===== config.mk =====
export PLATFORM = sky130hd
export DESIGN_NAME = multi_box_animator
export DESIGN_NICKNAME = d
export VERILOG_FILES = /design/src/rtl/multi_box_animator.sv
export SDC_FILE = /design/constraint.sdc
export NUM_CORES = 1
export LEC_CHECK = 0
export CORE_AREA = 4 4 140 142
export DETAILED_ROUTE_END_ITERATION = 8
export DIE_AREA = 0 0 144 146
export PLACE_DENSITY = 0.75
export SLEW_MARGIN = 10
export SYNTH_ARGS = -nofsm -noshare
export SYNTH_HDL_FRONTEND = slang
export SYNTH_SLANG_ARGS = --single-unit
export TNS_END_PERCENT = 5

===== constraint.sdc =====
create_clock -name clk -period 9.7 [get_ports clk]
set_input_delay 2.91 -clock clk [delete_from_list [all_inputs] [get_ports clk]]
set_output_delay 2.91 -clock clk [all_outputs]
set_load 0.03 [all_outputs]

===== src/rtl/multi_box_animator.sv =====
`default_nettype none
// ============================================================================
//  Module      : multi_box_animator
//  Description : N-object filled-box animator for the 160x120 3-bit VGA adapter.
//                Cycles draw -> hold -> erase -> step. Optional macro BOUNCE_EN
//                makes objects bounce off the screen edges instead of wrapping.
//  Revision    : 1.0  initial release
// ============================================================================
module multi_box_animator #(
    parameter int NUM_OBJ         = 4,
    parameter int BOX_W           = 4,
    parameter int BOX_H           = 4,
    parameter int FRAME_DIV       = 833333,
    parameter int FRAMES_PER_STEP = 4,
    parameter int X_MAX           = 159,
    parameter int Y_MAX           = 119
) (
    input  logic                   clk,
    input  logic                   reset_n,
    input  logic                   enable,
    input  logic [8*NUM_OBJ-1:0]   init_x,
    input  logic [7*NUM_OBJ-1:0]   init_y,
    input  logic [2*NUM_OBJ-1:0]   speed,
    input  logic [NUM_OBJ-1:0]     dir,
    input  logic [3*NUM_OBJ-1:0]   colour,
    output logic [7:0]             vga_x,
    output logic [6:0]             vga_y,
    output logic [2:0]             vga_colour,
    output logic                   vga_plot,
    output logic                   busy,
    output logic                   step_done
);

    localparam int c_OBJ_W    = (NUM_OBJ > 1) ? $clog2(NUM_OBJ) : 1;
    localparam int c_COL_W    = (BOX_W > 1) ? $clog2(BOX_W) : 1;
    localparam int c_ROW_W    = (BOX_H > 1) ? $clog2(BOX_H) : 1;
    localparam int c_HOLD_CYC = FRAME_DIV * FRAMES_PER_STEP;

    localparam logic [c_OBJ_W-1:0] c_OBJ_LAST  = c_OBJ_W'(NUM_OBJ - 1);
    localparam logic [c_COL_W-1:0] c_COL_LAST  = c_COL_W'(BOX_W - 1);
    localparam logic [c_ROW_W-1:0] c_ROW_LAST  = c_ROW_W'(BOX_H - 1);
    localparam logic [31:0]        c_HOLD_LAST = 32'(c_HOLD_CYC - 1);
    localparam logic [8:0]         c_LIM       = 9'(X_MAX - BOX_W + 1);
    localparam logic [7:0]         c_LIM8      = 8'(X_MAX - BOX_W + 1);

    typedef enum logic [2:0] {
        S_IDLE   = 3'd0,
        S_DRAW   = 3'd1,
        S_HOLD   = 3'd2,
        S_ERASE  = 3'd3,
        S_UPDATE = 3'd4
    } state_t;

    state_t               r_state;
    logic [c_OBJ_W-1:0]   r_obj;
    logic [c_COL_W-1:0]   r_col;
    logic [c_ROW_W-1:0]   r_row;
    logic [31:0]          r_hold_cnt;

    logic [7:0]           r_pos_x [NUM_OBJ];
    logic [6:0]           r_pos_y [NUM_OBJ];
    logic [2:0]           w_colour [NUM_OBJ];

    logic [8:0]           w_px;
    logic [7:0]           w_py;
    logic                 w_sweep_last;

    // One extra bit so coordinates past the screen edge are detected, not folded.
    assign w_px = {1'b0, r_pos_x[r_obj]} + 9'(r_col);
    assign w_py = {1'b0, r_pos_y[r_obj]} + 8'(r_row);
    assign w_sweep_last = (r_obj == c_OBJ_LAST) && (r_col == c_COL_LAST) && (r_row == c_ROW_LAST);

    for (genvar i = 0; i < NUM_OBJ; i++) begin : g_obj
        logic [8:0] w_x9;
        logic [8:0] w_sp9;
        logic [8:0] w_sum;
        logic [7:0] w_nx;
        logic       w_dir;

        assign w_colour[i] = colour[3*i +: 3];
        assign w_x9        = {1'b0, r_pos_x[i]};
        assign w_sp9       = {7'd0, speed[2*i +: 2]};
        assign w_sum       = w_x9 + w_sp9;

`ifdef BOUNCE_EN
        logic r_dir;
        logic w_edge;

        assign w_dir = r_dir;

        always_comb begin
            w_nx   = r_pos_x[i];
            w_edge = 1'b0;
            if (w_sp9 != 9'd0) begin
                if (w_dir) begin
                    if (w_sum > c_LIM) begin
                        w_nx   = c_LIM8;
                        w_edge = 1'b1;
                    end else begin
                        w_nx = w_sum[7:0];
                    end
                end else begin
                    if (w_x9 < w_sp9) begin
                        w_nx   = 8'd0;
                        w_edge = 1'b1;
                    end else begin
                        w_nx = r_pos_x[i] - w_sp9[7:0];
                    end
                end
            end
        end

        always_ff @(posedge clk) begin
            if (!reset_n) begin
                r_dir <= dir[i];
            end else if (r_state == S_UPDATE && w_edge) begin
                r_dir <= ~r_dir;
            end
        end
`else
        assign w_dir = dir[i];

        // Results always fit in 8 bits, so the wrap subtractions run modulo 256.
        always_comb begin
            w_nx = r_pos_x[i];
            if (w_sp9 != 9'd0) begin
                if (w_dir) begin
                    if (w_sum > c_LIM) begin
                        w_nx = w_sum[7:0] - c_LIM8 - 8'd1;
                    end else begin
                        w_nx = w_sum[7:0];
                    end
                end else begin
                    if (w_x9 < w_sp9) begin
                        w_nx = c_LIM8 + 8'd1 - (w_sp9[7:0] - r_pos_x[i]);
                    end else begin
                        w_nx = r_pos_x[i] - w_sp9[7:0];
                    end
                end
            end
        end
`endif

        always_ff @(posedge clk) begin
            if (!reset_n) begin
                r_pos_x[i] <= init_x[8*i +: 8];
                r_pos_y[i] <= init_y[7*i +: 7];
            end else if (r_state == S_UPDATE) begin
                r_pos_x[i] <= w_nx;
            end
        end
    end

    always_ff @(posedge clk) begin
        if (!reset_n) begin
            r_state    <= S_IDLE;
            r_obj      <= '0;
            r_col      <= '0;
            r_row      <= '0;
            r_hold_cnt <= '0;
            vga_x      <= '0;
            vga_y      <= '0;
            vga_colour <= '0;
            vga_plot   <= 1'b0;
            busy       <= 1'b0;
            step_done  <= 1'b0;
        end else begin
            vga_plot  <= 1'b0;
            step_done <= 1'b0;
            case (r_state)
                S_IDLE: begin
                    r_obj <= '0;
                    r_col <= '0;
                    r_row <= '0;
                    if (enable) begin
                        r_state <= S_DRAW;
                        busy    <= 1'b1;
                    end
                end
                S_DRAW, S_ERASE: begin
                    vga_x      <= w_px[7:0];
                    vga_y      <= w_py[6:0];
                    vga_colour <= (r_state == S_DRAW) ? w_colour[r_obj] : 3'b000;
                    vga_plot   <= (w_px <= 9'(X_MAX)) && (w_py <= 8'(Y_MAX));
                    // Counters wrap to zero on the last pixel, ready for the next sweep.
                    if (r_col == c_COL_LAST) begin
                        r_col <= '0;
                        if (r_row == c_ROW_LAST) begin
                            r_row <= '0;
                            r_obj <= (r_obj == c_OBJ_LAST) ? '0 : r_obj + 1'b1;
                        end else begin
                            r_row <= r_row + 1'b1;
                        end
                    end else begin
                        r_col <= r_col + 1'b1;
                    end
                    if (w_sweep_last) begin
                        r_state    <= (r_state == S_DRAW) ? S_HOLD : S_UPDATE;
                        r_hold_cnt <= '0;
                    end
                end
                S_HOLD: begin
                    if (r_hold_cnt == c_HOLD_LAST) begin
                        r_state <= S_ERASE;
                    end else begin
                        r_hold_cnt <= r_hold_cnt + 32'd1;
                    end
                end
                S_UPDATE: begin
                    step_done <= 1'b1;
                    busy      <= enable;
                    r_state   <= enable ? S_DRAW : S_IDLE;
                end
                default: begin
                    r_state <= S_IDLE;
                    busy    <= 1'b0;
                end
            endcase
        end
    end

endmodule
`default_nettype wire


# --- Yosys cells after proc, flatten, opt, wreduce, memory -nomap -nowiden ---
# Memory sizes are Yosys's and may differ from the RTL's. A register that Yosys moved wholly into a read port is not among the register bits.
# Index checks and enable logic that the tools add are counted.
classes:
  addsub: 30
  order_cmp: 11
  eq_ne: 14
  n_mux: 52
  bitwise: 6
  n_reduce_logical: 18
ops:
  columns: ["cell", "count"]
  rows:
  - ["two-way mux 8 bit", 20]
  - ["two-way mux 32 bit", 2]
  - ["one-hot mux 32 bit (2 select lines)", 1]
  - ["adder 8 x 2 -> 9 bit", 5]
  - ["> comparator 9 x 8 -> 1 bit, second input constant", 4]
  - ["nonzero test 9 bit", 4]
  - ["adder 32 x 1 -> 32 bit, second input constant", 1]
  - ["equality test 32 x 22 -> 1 bit, second input constant", 1]
  - ["less-than comparator 8 x 2 -> 1 bit", 4]
  - ["subtractor 2 x 8 -> 8 bit", 4]
  - ["subtractor 8 x 1 -> 8 bit, second input constant", 4]
  - ["subtractor 8 x 2 -> 8 bit", 4]
  - ["subtractor 8 bit, first input constant", 4]
  - ["subtractor 8 bit, second input constant", 4]
  - ["two-way mux 3 bit", 7]
  - ["two-way mux 2 bit", 10]
  - ["!= test 2 bit, second input constant", 6]
  - ["one-hot mux 2 bit (2 select lines)", 3]
  - ["one-hot mux 3 bit (4 select lines)", 1]
  - ["<= comparator 9 x 8 -> 1 bit, second input constant", 1]
  - ["AND reduction 3 bit", 3]
  - ["adder 7 x 2 -> 8 bit", 1]
  - ["<= comparator 8 x 7 -> 1 bit, second input constant", 1]
  - ["adder 2 x 1 -> 2 bit, second input constant", 3]
  - ["17 further kinds", 33]
totals:
  ff_bits: 62
  mem_bits_rw: 60
  inputBits: 87
  out_inout_bits: 21
  word_cells: 144
  mem_count: 2
mem_list:
  columns: ["memory", "words", "word_bits", "rd", "rd_ports_with_merged_regs", "write_ports", "line_no", "rtl"]
  rows:
  - ["r_pos_x", 4, 8, 5, 1, 4, "60", "logic [7:0] r_pos_x [NUM_OBJ];"]
  - ["r_pos_y", 4, 7, 1, 1, 4, "61", "logic [6:0] r_pos_y [NUM_OBJ];"]

# --- Depth between registers and ports, before layout ---
# Gate-level depths: netlist (run 1).
# An unclocked memory read counts as a cell.
logic_depth:
  depth_word: 8
  depth_mapped: 13
  depth_no_buf: 13

# --- Worst setup path before layout (run 1) ---
# OpenSTA, ideal clock, no wires.
synth_path:
  kind: "in2reg"
  startpoint: "input speed[6]"
  endpoint: "memory r_pos_x[3][1], data pin"
  setup_time_ps: 261
  arrival_ps: 5155
  slack_ps: 4284
  stages: 10
  n_path_buf: 0
  path_cell_list: "ha_1 > inv_1 > fa_1 > ha_1 > or3_1 > o41a_1 > o211a_1 > a2bb2oi_1 > mux2i_1 > a221o_1"
synth_rtl:
  columns: ["item", "line_no", "rtl"]
  rows:
  - ["from (decl)", "23", "input logic [2*NUM_OBJ-1:0] speed,"]
  - ["to (decl)", "60", null]

==> results of run 1 <==
layout by cell type, fill, tap and decap left out, types with 4 or more instances in the layout:
cell type	instances
fa_1	14
o21a_1	4
a211oi_1	19
clkdlybuf4s50_1	107
xor2_1	43
nand3b_1	5
a31oi_1	15
inv_6	4
o211ai_1	10
inv_1	64
o22ai_1	6
dfxtp_1	64
nor2_1	114
bufinv_16	4
nor2b_1	7
ha_1	64
and4_1	4
buf_4	6
xnor2_1	56
clkbuf_16	17
o21ai_2	4
edfxtp_1	60
mux4_2	18
nand4_1	16
nand2b_1	4
nor4_1	6
o21ai_0	57
o21ai_1	4
and3_1	15
a22oi_1	14
nor3_1	23
nor3b_1	4
or3_1	4
and2_1	5
nand3_1	39
a311oi_1	4
nand2_1	82
mux2i_1	8
a21oi_1	43
cell type report:
class | instances | area, sq um | share of cell area, %
Clock buffer | 18 | 429 | 3.93
Clock inverter | 14 | 208 | 1.90
Inverter | 66 | 248 | 2.27
Multi-Input combinational cell | 767 | 5530 | 50.7
Sequential cell | 124 | 3080 | 28.3
Tap cell | 234 | 293 | 2.68
Timing Repair Buffer | 113 | 1120 | 10.2
worst min-delay path, stage by stage, from the launching register on:
cell and delay (ps):
dfxtp_1 310, nand2_1 50, a21oi_1 50
state kept, by name, indices dropped and copies added, names as in the netlist, named ones only:
signal / count
vga_y: 7
r_hold_cnt: 32
vga_colour: 3
step_done: 1
vga_x: 8
busy: 1
r_row: 2
r_pos_y: 28
r_obj: 2
vga_plot: 1
r_state: 3
r_pos_x: 32
r_col: 2
cell usage after synthesis (4+ instances only):
cell type	number	area, sq um
a211oi_1	19	143
a21oi_1	43	215
a22oi_1	14	105
a311oi_1	4	35.0
a31oi_1	15	93.8
and2_1	5	31.3
and3_1	15	93.8
and4_1	4	35.0
buf_2	12	60.1
buf_4	5	37.5
clkbuf_1	27	101
dfxtp_1	64	1280
edfxtp_1	60	1800
fa_1	14	280
ha_1	64	801
inv_1	64	240
mux2i_1	8	80.1
mux4_2	18	405
nand2_1	82	308
nand2b_1	4	25.0
nand3_1	39	195
nand3b_1	5	37.5
nand4_1	16	100
nor2_1	114	428
nor2b_1	8	50.1
nor3_1	23	115
nor3b_1	4	30.0
nor4_1	6	37.5
o211ai_1	10	75.1
o21a_1	4	30.0
o21ai_0	57	285
o21ai_1	4	20.0
o21ai_2	4	35.0
o22ai_1	6	37.5
or3_1	4	25.0
xnor2_1	56	490
xor2_1	43	377
through the flow:
stage          instances  power [mW]  instance area, sq um  setup slack [ps]  hold WS (ps)
3_3_place_gp        1304       0.876                 10300              3530           449
4_1_cts             1336        1.57                 10900              3950           463
3_5_place_dp        1304       0.881                 10300              3510           455
6_report            1336        1.56                 10900              3870           466
5_1_grt             1336        1.62                 10900              3640           493
2_1_floorplan       1003       0.782                  9070              4280           460
kinds of logic (layout without fill, tap and decap cells):
kind of cell / Yosys count / after routing
buffers and inverters: 112 / 211
AND/OR/NAND/NOR: 343 / 343
flip-flops: 124 / 124
multiplexers: 30 / 30
AO/OA/AOI/OAI: 217 / 217
adder cells (fa/ha/maj): 78 / 78
XOR/XNOR: 99 / 99
report_power, final:
| group | switching, mW | total (mW) | internal, mW |
|---|---|---|---|
| clock | 0.252 | 0.688 | 0.436 |
| sequential | 0.0274 | 0.604 | 0.576 |
| combinational | 0.143 | 0.270 | 0.127 |
| total | 0.422 | 1.56 | 1.14 |
final timing paths:
path                              to  cells after the start               startpoint
min reg2reg    vga_x[0]$_SDFFE_PN0N_                      2    vga_x[0]$_SDFFE_PN0N_
min            vga_x[0]$_SDFFE_PN0N_                      2    vga_x[0]$_SDFFE_PN0N_
max reg2reg  r_pos_x[2][5]$_DFFE_PP_                     11  r_pos_x[2][0]$_DFFE_PP_
max          r_pos_x[2][5]$_DFFE_PP_                     12                 speed[4]
per-layer routing:
| layer | wire length (um) | vias up | part of all wire (%) |
|---|---|---|---|
| met5 | 0 | - | 0 |
| met4 | 302 | 0 | 1.3 |
| met3 | 1260 | 24 | 5.5 |
| met2 | 11100 | 239 | 48 |
| met1 | 10200 | 3651 | 45 |
| li1 | - | 3778 | - |
==> results.cfg, run 1 <==
[yosys]
synth-adder-area-share_pct = 11.9
synth_cells = 1003
synth_cell_type_count = 77
synth_async_sr_flop_share_pct = 0
yosys_most_used_dff = dfxtp_1
dominant_combinational_cell_family_by_area_after_synthesis = simple AND/OR/NAND/NOR gates
synth-seq-area-share_pct = 34.0
synth_area_sq_um = 9070
synth_simple_gate_area_share_pct = 18.0
post_syn_nets = 1168
synthesized_flop_and_latch_total = 124
synth-xor-area-share_pct = 9.56
muxShareOfSynthArea_pct = 5.89
compound_cell_area_share_of_the_yosys_netlist_pct = 15.6
synth_enable_flop_cells = 60
count_of_yosys_warnings_during_synthesis = 0
syn_area_per_cell_sq_um = 9.04

[placement]
place_hpwl_um = 17100
io_buffer_count = 107
globalplace.congestion = 0.919

[cts]
max-clock-path-buffers = 2
cts_setup_buffers = 0
cts_hold_repair.buffers = 0
cts_tree = done
clkTransAtPathRegs_ps = 60
cts_buffers = 17
clock-sinks = 124
cts_root_buf = clkbuf_16
cts-htree-levels = 4
post_cts_resize_count = 0
clkLatencyLatePin_ps = 420

[setup_path]
worst_path_dominant_cell_family = simple AND/OR/NAND/NOR gates
critical_path.slowest_cell = clkdlybuf4s50_1
path_max_fanout = 6
cp_num_buf_inv = 2
cp.required_ps = 9870
critPathCaptureType = flop
worst_path_largest_cell_delay_ps = 540
setup.worst_path.start_class = input pin
reg2reg_slack_ps = 6420
worstSetupPathType = input pin to flop
crit_chain = clkdlybuf4s50_1, ha_1, inv_1, fa_1, nand3b_1, xnor2_1, o211ai_1, a31oi_1, nor2_1, or3_1, a31oi_1, nor2_1
timing.critical_path.arrival_ps = 5990

[layout]
nFillCells = 1594
antenna_cells_inserted = 0
finalNetCount = 1254
final_util_pct = 59.1
areaGrowthSynthToFinish_pct = 20.3
drive_above_1_share_pct = 6.99

[floorplan]
standard_cell_row_count = 50
io_pins = 108
die-width_um = 144
floorplan.core_area_sq_um = 18500
initial_utilization_pct = 49.1
fp.dieArea_sq_um = 21000
chipHeight_um = 146

[route]
vias_per_cell = 5.76
firstDrtPassIters = 5
initial_drt_markers = 589
antenna_violating_nets_post_route = 0
detail_route.drc_violations = 0
routed_wire_length_per_instance_um = 17.1
dr_total_vias = 7692
routed_wl_um = 22900

[run_status]
run_status = complete, no violations

[global_route]
number_of_global_route_vias_before_repair = 7358
grt.met3_usage_pct = 4.04
gr-max-usage-layer = met2
grt-ovfl-total = 0
initial_antenna_violation_count = 0
grt_first_pass_wirelength_um = 36900
met2_usage_pct = 35.5
met1_usage_pct = 29.6
grt_usage_pct = 21.7
grt_start_max_net_pins = 56

[power]
ir_worst_vdd_v = 0.000131
power.density_nw_per_um2 = 143
static-leakage-power_nw = 4.15

[timing]
worst_slew_pin_slew_ps = 1060
rsz0062_at_grt = no
final-setup-viol-count = 0
maxSlewViolCount = 0
setup_tns_ps = 0
fin_crit_sh_pct = 60.1
fin_worst_skew_ps = 10.4
relSlewSlack_pct = 29.5
final_period_minus_worst_setup_slack_ps = 5830
final_hold_viol_count = 0
fmaxAchievable_ghz = 0.172

[worst_hold_path]
worst_hold_path_type = flop to flop

[run]
timing.max_cap.violations = 0
(Power assumes the default switching activity.)
==> run 2: changes to the inputs <==
--- a/config.mk
+++ b/config.mk
@@ -8,7 +8,7 @@
 export CORE_AREA = 4 4 140 142
 export DETAILED_ROUTE_END_ITERATION = 8
 export DIE_AREA = 0 0 144 146
-export PLACE_DENSITY = 0.75
+export PLACE_DENSITY = 0.78
 export SLEW_MARGIN = 10
 export SYNTH_ARGS = -nofsm -noshare
 export SYNTH_HDL_FRONTEND = slang
==> constraint.sdc (replaced) <==
create_clock -name clk -period 5.19 [get_ports clk]
set_input_delay 1.557 -clock clk [delete_from_list [all_inputs] [get_ports clk]]
set_output_delay 1.557 -clock clk [all_outputs]
set_load 0.03 [all_outputs]
==> results.cfg, run 2 (synthesis results as in run 1) <==
[run_status]
run_status = complete, no violations

[floorplan]
standard_cell_row_count = 50
chipHeight_um = 146
fp.dieArea_sq_um = 21000
die-width_um = 144
floorplan.core_area_sq_um = 18500
initial_utilization_pct = 49.1
io_pins = 108

[layout]
finalNetCount = 1257
drive_above_1_share_pct = 7.33
areaGrowthSynthToFinish_pct = 19.8
final_util_pct = 58.9
layout_commonest_cell = nor2_1
stdcell_area_sq_um = 10900
reg_top3 = r_hold_cnt (32), r_pos_x (32), r_pos_y (28)
number_of_non_filler_instances_in_the_completed_layout = 1339
antenna_cells_inserted = 0
mostFrequentLayoutCells = nor2_1, clkdlybuf4s50_1, nand2_1

[run]
timing.max_cap.violations = 0

[route]
vias_per_cell = 5.85
initial_drt_markers = 583
routed_wl_um = 23000
dr_total_vias = 7829
detail_route.drc_violations = 0
routed_wire_length_per_instance_um = 17.2
antenna_violating_nets_post_route = 0
firstDrtPassIters = 5

[power]
combPwrFrac_pct = 18.1
ir_worst_vdd_v = 0.000234
share_clk_of_total_power_pct = 41.2
cell_internal_pwr_mw = 1.98
sequential_group_share_of_total_power_pct = 40.6
static-leakage-power_nw = 4.14
power.share.switching_pct = 28.9
power_switching_mw = 0.803
power.density_nw_per_um2 = 256
fin_total_pwr_mw = 2.78

[cts]
cts_tree = done
clkLatencyLatePin_ps = 430
cts_hold_repair.buffers = 0
clock-sinks = 124
post_cts_resize_count = 0
cts-htree-levels = 4
max-clock-path-buffers = 2
clkTransAtPathRegs_ps = 70
cts_setup_buffers = 0
cts_buffers = 17
cts_root_buf = clkbuf_16

[timing]
fmaxAchievable_ghz = 0.228
fin_worst_hold_slack_ps = 461
rsz0062_at_grt = no
worst_slew_pin_slew_ps = 1050
final-setup-viol-count = 0
relSlewSlack_pct = 30.2
setup_tns_ps = 0
maxSlewViolCount = 0
final_period_minus_worst_setup_slack_ps = 4380
fin_crit_sh_pct = 84.3
final_hold_viol_count = 0
post-route-worst-setup-slack_ps = 812
fin_worst_skew_ps = 11.3

[setup_path]
worst_path_largest_cell_delay_ps = 530
worstSetupPathType = input pin to flop
worst_path_dominant_cell_family = simple AND/OR/NAND/NOR gates
critPathCaptureType = flop
setup.worst_path.start_class = input pin
reg2reg_start = r_pos_x[3][0]$_DFFE_PP_
timing.critical_path.arrival_ps = 4570
critical_path.slowest_cell = clkdlybuf4s50_1
worst_setup_path_startpoint = speed[4]
cp_num_buf_inv = 2
cp.required_ps = 5380
path_max_fanout = 6
crit_chain = clkdlybuf4s50_1, ha_1, inv_1, fa_1, nand3b_1, xnor2_1, o211ai_1, a31oi_1, nor2_1, or3_1, a31oi_1, nor2_1

[placement]
dpl_worst_slack_ps = 399
globalplace.congestion = 0.914
place_hpwl_um = 17000
io_buffer_count = 107
dpl-instance-area_sq_um = 10300
placed_cells_incl_taps = 1307

[worst_hold_path]
worst_hold_path_type = flop to flop
startpoint_of_the_tightest_hold_check_path = vga_x[1]$_SDFFE_PN0N_

[global_route]
grt-ovfl-total = 0
grt_usage_pct = 22.2
grt_first_pass_wirelength_um = 37600
grt_start_max_net_pins = 56
initial_antenna_violation_count = 0
number_of_global_route_vias_before_repair = 7765
[run 2: changes by cell type in the layout (fill, tap and decap cells not counted)]
cell	before	now
buf_4	6	9
bufinv_16	4	0
clkbuf_1	1	0
clkbuf_16	17	18
clkbuf_8	0	1
clkinv_2	0	2
clkinv_4	3	4
[run 2: path summary, 6_finish.rpt]
check / slack, ps / cells after the start / endpoint
worst max-delay path: 810 / 12 / r_pos_x[2][5]$_DFFE_PP_
worst min-delay path: 460 / 2 / vga_x[1]$_SDFFE_PN0N_
worst max register to register: 1960 / 11 / r_pos_x[3][3]$_DFFE_PP_
worst min register to register: 460 / 2 / vga_x[1]$_SDFFE_PN0N_
[run 2: worst min-delay path, cell delays in order (launching register included)]
cell and delay [ps]:
dfxtp_1 300, nand2_1 60, a21oi_1 50
[run 2: power by group through the flow]
stage / registers [mW] / clock network [mW] / logic [mW]
after floorplan: 1.14 / 0 / 0.317
final: 1.13 / 1.15 / 0.504
after CTS: 1.13 / 1.15 / 0.502
after global placement: 1.15 / 0 / 0.487
after global routing: 1.13 / 1.20 / 0.555
after detailed placement: 1.15 / 0 / 0.498
[run 2: layer usage]
metal,track usage [%],wire length (um)
met1,28.5,9860
met2,36.9,11200
met3,4.50,1290
met4,7.67,620
met5,0,0
[run 2: layout make-up]
cell class | instances | area (sq um)
inverter | 66 | 248
tap | 234 | 293
fill | 1535 | 7590
clock buffer | 19 | 464
multi-input combinational | 767 | 5530
timing repair buffer | 116 | 1140
sequential | 124 | 3080
clock inverter | 13 | 106
==> run 3: changes to the inputs <==
--- a/config.mk
+++ b/config.mk
@@ -8,7 +8,7 @@
 export CORE_AREA = 4 4 140 142
 export DETAILED_ROUTE_END_ITERATION = 8
 export DIE_AREA = 0 0 144 146
-export PLACE_DENSITY = 0.78
+export PLACE_DENSITY = 0.75
 export SLEW_MARGIN = 10
 export SYNTH_ARGS = -nofsm -noshare
 export SYNTH_HDL_FRONTEND = slang
==> constraint.sdc (replaced) <==
create_clock -name clk -period 4.4 [get_ports clk]
set_input_delay 1.32 -clock clk [delete_from_list [all_inputs] [get_ports clk]]
set_output_delay 1.32 -clock clk [all_outputs]
set_load 0.03 [all_outputs]
==> results.cfg, run 3 (synthesis results as in run 1) <==
[route]
routed_wl_um = 23100
initial_drt_markers = 571
dr_total_vias = 7818
vias_per_cell = 5.74
antenna_violating_nets_post_route = 0
routed_wire_length_per_instance_um = 17.0
detail_route.drc_violations = 0
firstDrtPassIters = 6

[setup_path]
r2r.worst_path.cells = 12
worst_setup_path_startpoint = speed[6]
critPathCaptureType = flop
setup.worst_path.start_class = input pin
worstSetupPathType = input pin to flop
timing.critical_path.arrival_ps = 4250
path_max_fanout = 4
cp.required_ps = 4670
reg2reg_start = r_pos_x[3][0]$_DFFE_PP_

[floorplan]
standard_cell_row_count = 50
die-width_um = 144
fp.dieArea_sq_um = 21000
floorplan.core_area_sq_um = 18500
initial_utilization_pct = 49.1
chipHeight_um = 146
io_pins = 108

[cts]
max-clock-path-buffers = 2
cts_root_buf = clkbuf_16
cts-htree-levels = 4
clkTransAtPathRegs_ps = 60
clock-sinks = 124
cts_buffers = 17
post_cts_resize_count = 0
cts_setup_buffers = 0
cts_hold_repair.buffers = 0
clkLatencyLatePin_ps = 420
cts_tree = done

[timing]
rsz0062_at_grt = no
maxSlewViolCount = 0
fin_worst_hold_slack_ps = 458
fin_crit_sh_pct = 90.6
relSlewSlack_pct = 31.0
final_hold_viol_count = 0
worst_slew_pin_slew_ps = 1030
fmaxAchievable_ghz = 0.251
final-setup-viol-count = 0
final_period_minus_worst_setup_slack_ps = 3990
fin_worst_skew_ps = 10.3
post-route-worst-setup-slack_ps = 412

[global_route]
grt-ovfl-total = 0
initial_antenna_violation_count = 0
grt_first_pass_wirelength_um = 37600
grt_usage_pct = 22.1
number_of_global_route_vias_before_repair = 7589
grt_start_max_net_pins = 56

[power]
ir_worst_vdd_v = 0.000226
power.density_nw_per_um2 = 296
static-leakage-power_nw = 4.24

[layout]
finalNetCount = 1279
reg_top3 = r_hold_cnt (32), r_pos_x (32), r_pos_y (28)
stdcell_area_sq_um = 11000
mostFrequentLayoutCells = nor2_1, clkdlybuf4s50_1, nand2_1
antenna_cells_inserted = 0
final_util_pct = 59.7
areaGrowthSynthToFinish_pct = 21.4
drive_above_1_share_pct = 9.05
layout_commonest_cell = nor2_1

[placement]
io_buffer_count = 107
globalplace.congestion = 0.947
place_hpwl_um = 17200
dpl-instance-area_sq_um = 10500
dpl_worst_slack_ps = -4.21

[worst_hold_path]
worst_hold_path.num_cells = 2
worst_hold_path_type = flop to flop
startpoint_of_the_tightest_hold_check_path = vga_x[0]$_SDFFE_PN0N_

[run_status]
run_status = complete, no violations

[run]
timing.max_cap.violations = 0
[run 3: worst paths after layout]
| path | endpoint | slack [ps] |
|---|---|---|
| setup / recovery | r_pos_x[3][6]$_DFFE_PP_ | 410 |
| hold / removal | vga_x[0]$_SDFFE_PN0N_ | 460 |
| setup reg to reg | r_pos_x[3][6]$_DFFE_PP_ | 1220 |
| hold reg to reg | vga_x[0]$_SDFFE_PN0N_ | 460 |
[run 3: cell type report]
class / instances / area (sq um)
well taps: 234 / 293
repair buffers: 138 / 1300
clock buffers: 19 / 434
multi-input cells: 767 / 5530
clock inverters: 13 / 116
inverters: 66 / 248
flip-flops and latches: 124 / 3080
fillers: 1550 / 7440
[run 3: critical path, cell delays in order]
cell and delay (ps):
clkdlybuf4s50_1 480, ha_1 160, inv_1 50, fa_1 460, ha_1 260, or3_1 350, o41a_1 120, buf_4 150
o21ai_0 340, nor2_1 120, o22ai_1 190, nand2_1 80, a31oi_1 170
[run 3: metal layers]
metal	wire [um]	track usage (%)
met5	0	0
met4	631	7.58
met3	1290	4.70
met2	11300	36.6
met1	9870	28.5
[run 3: power breakdown]
part / internal [mW] / switching (mW)
Clock: 0.781 / 0.542
Combinational: 0.293 / 0.316
Sequential: 1.27 / 0.0603
[run 3: metrics by stage]
step	TNS [ps]	power, mW	std cells
floorplan	0	1.72	1003
global placement	0	1.94	1329
detailed placement	-6.70	1.96	1329
CTS	0	3.27	1361
global route	0	3.40	1361
finish	0	3.26	1361
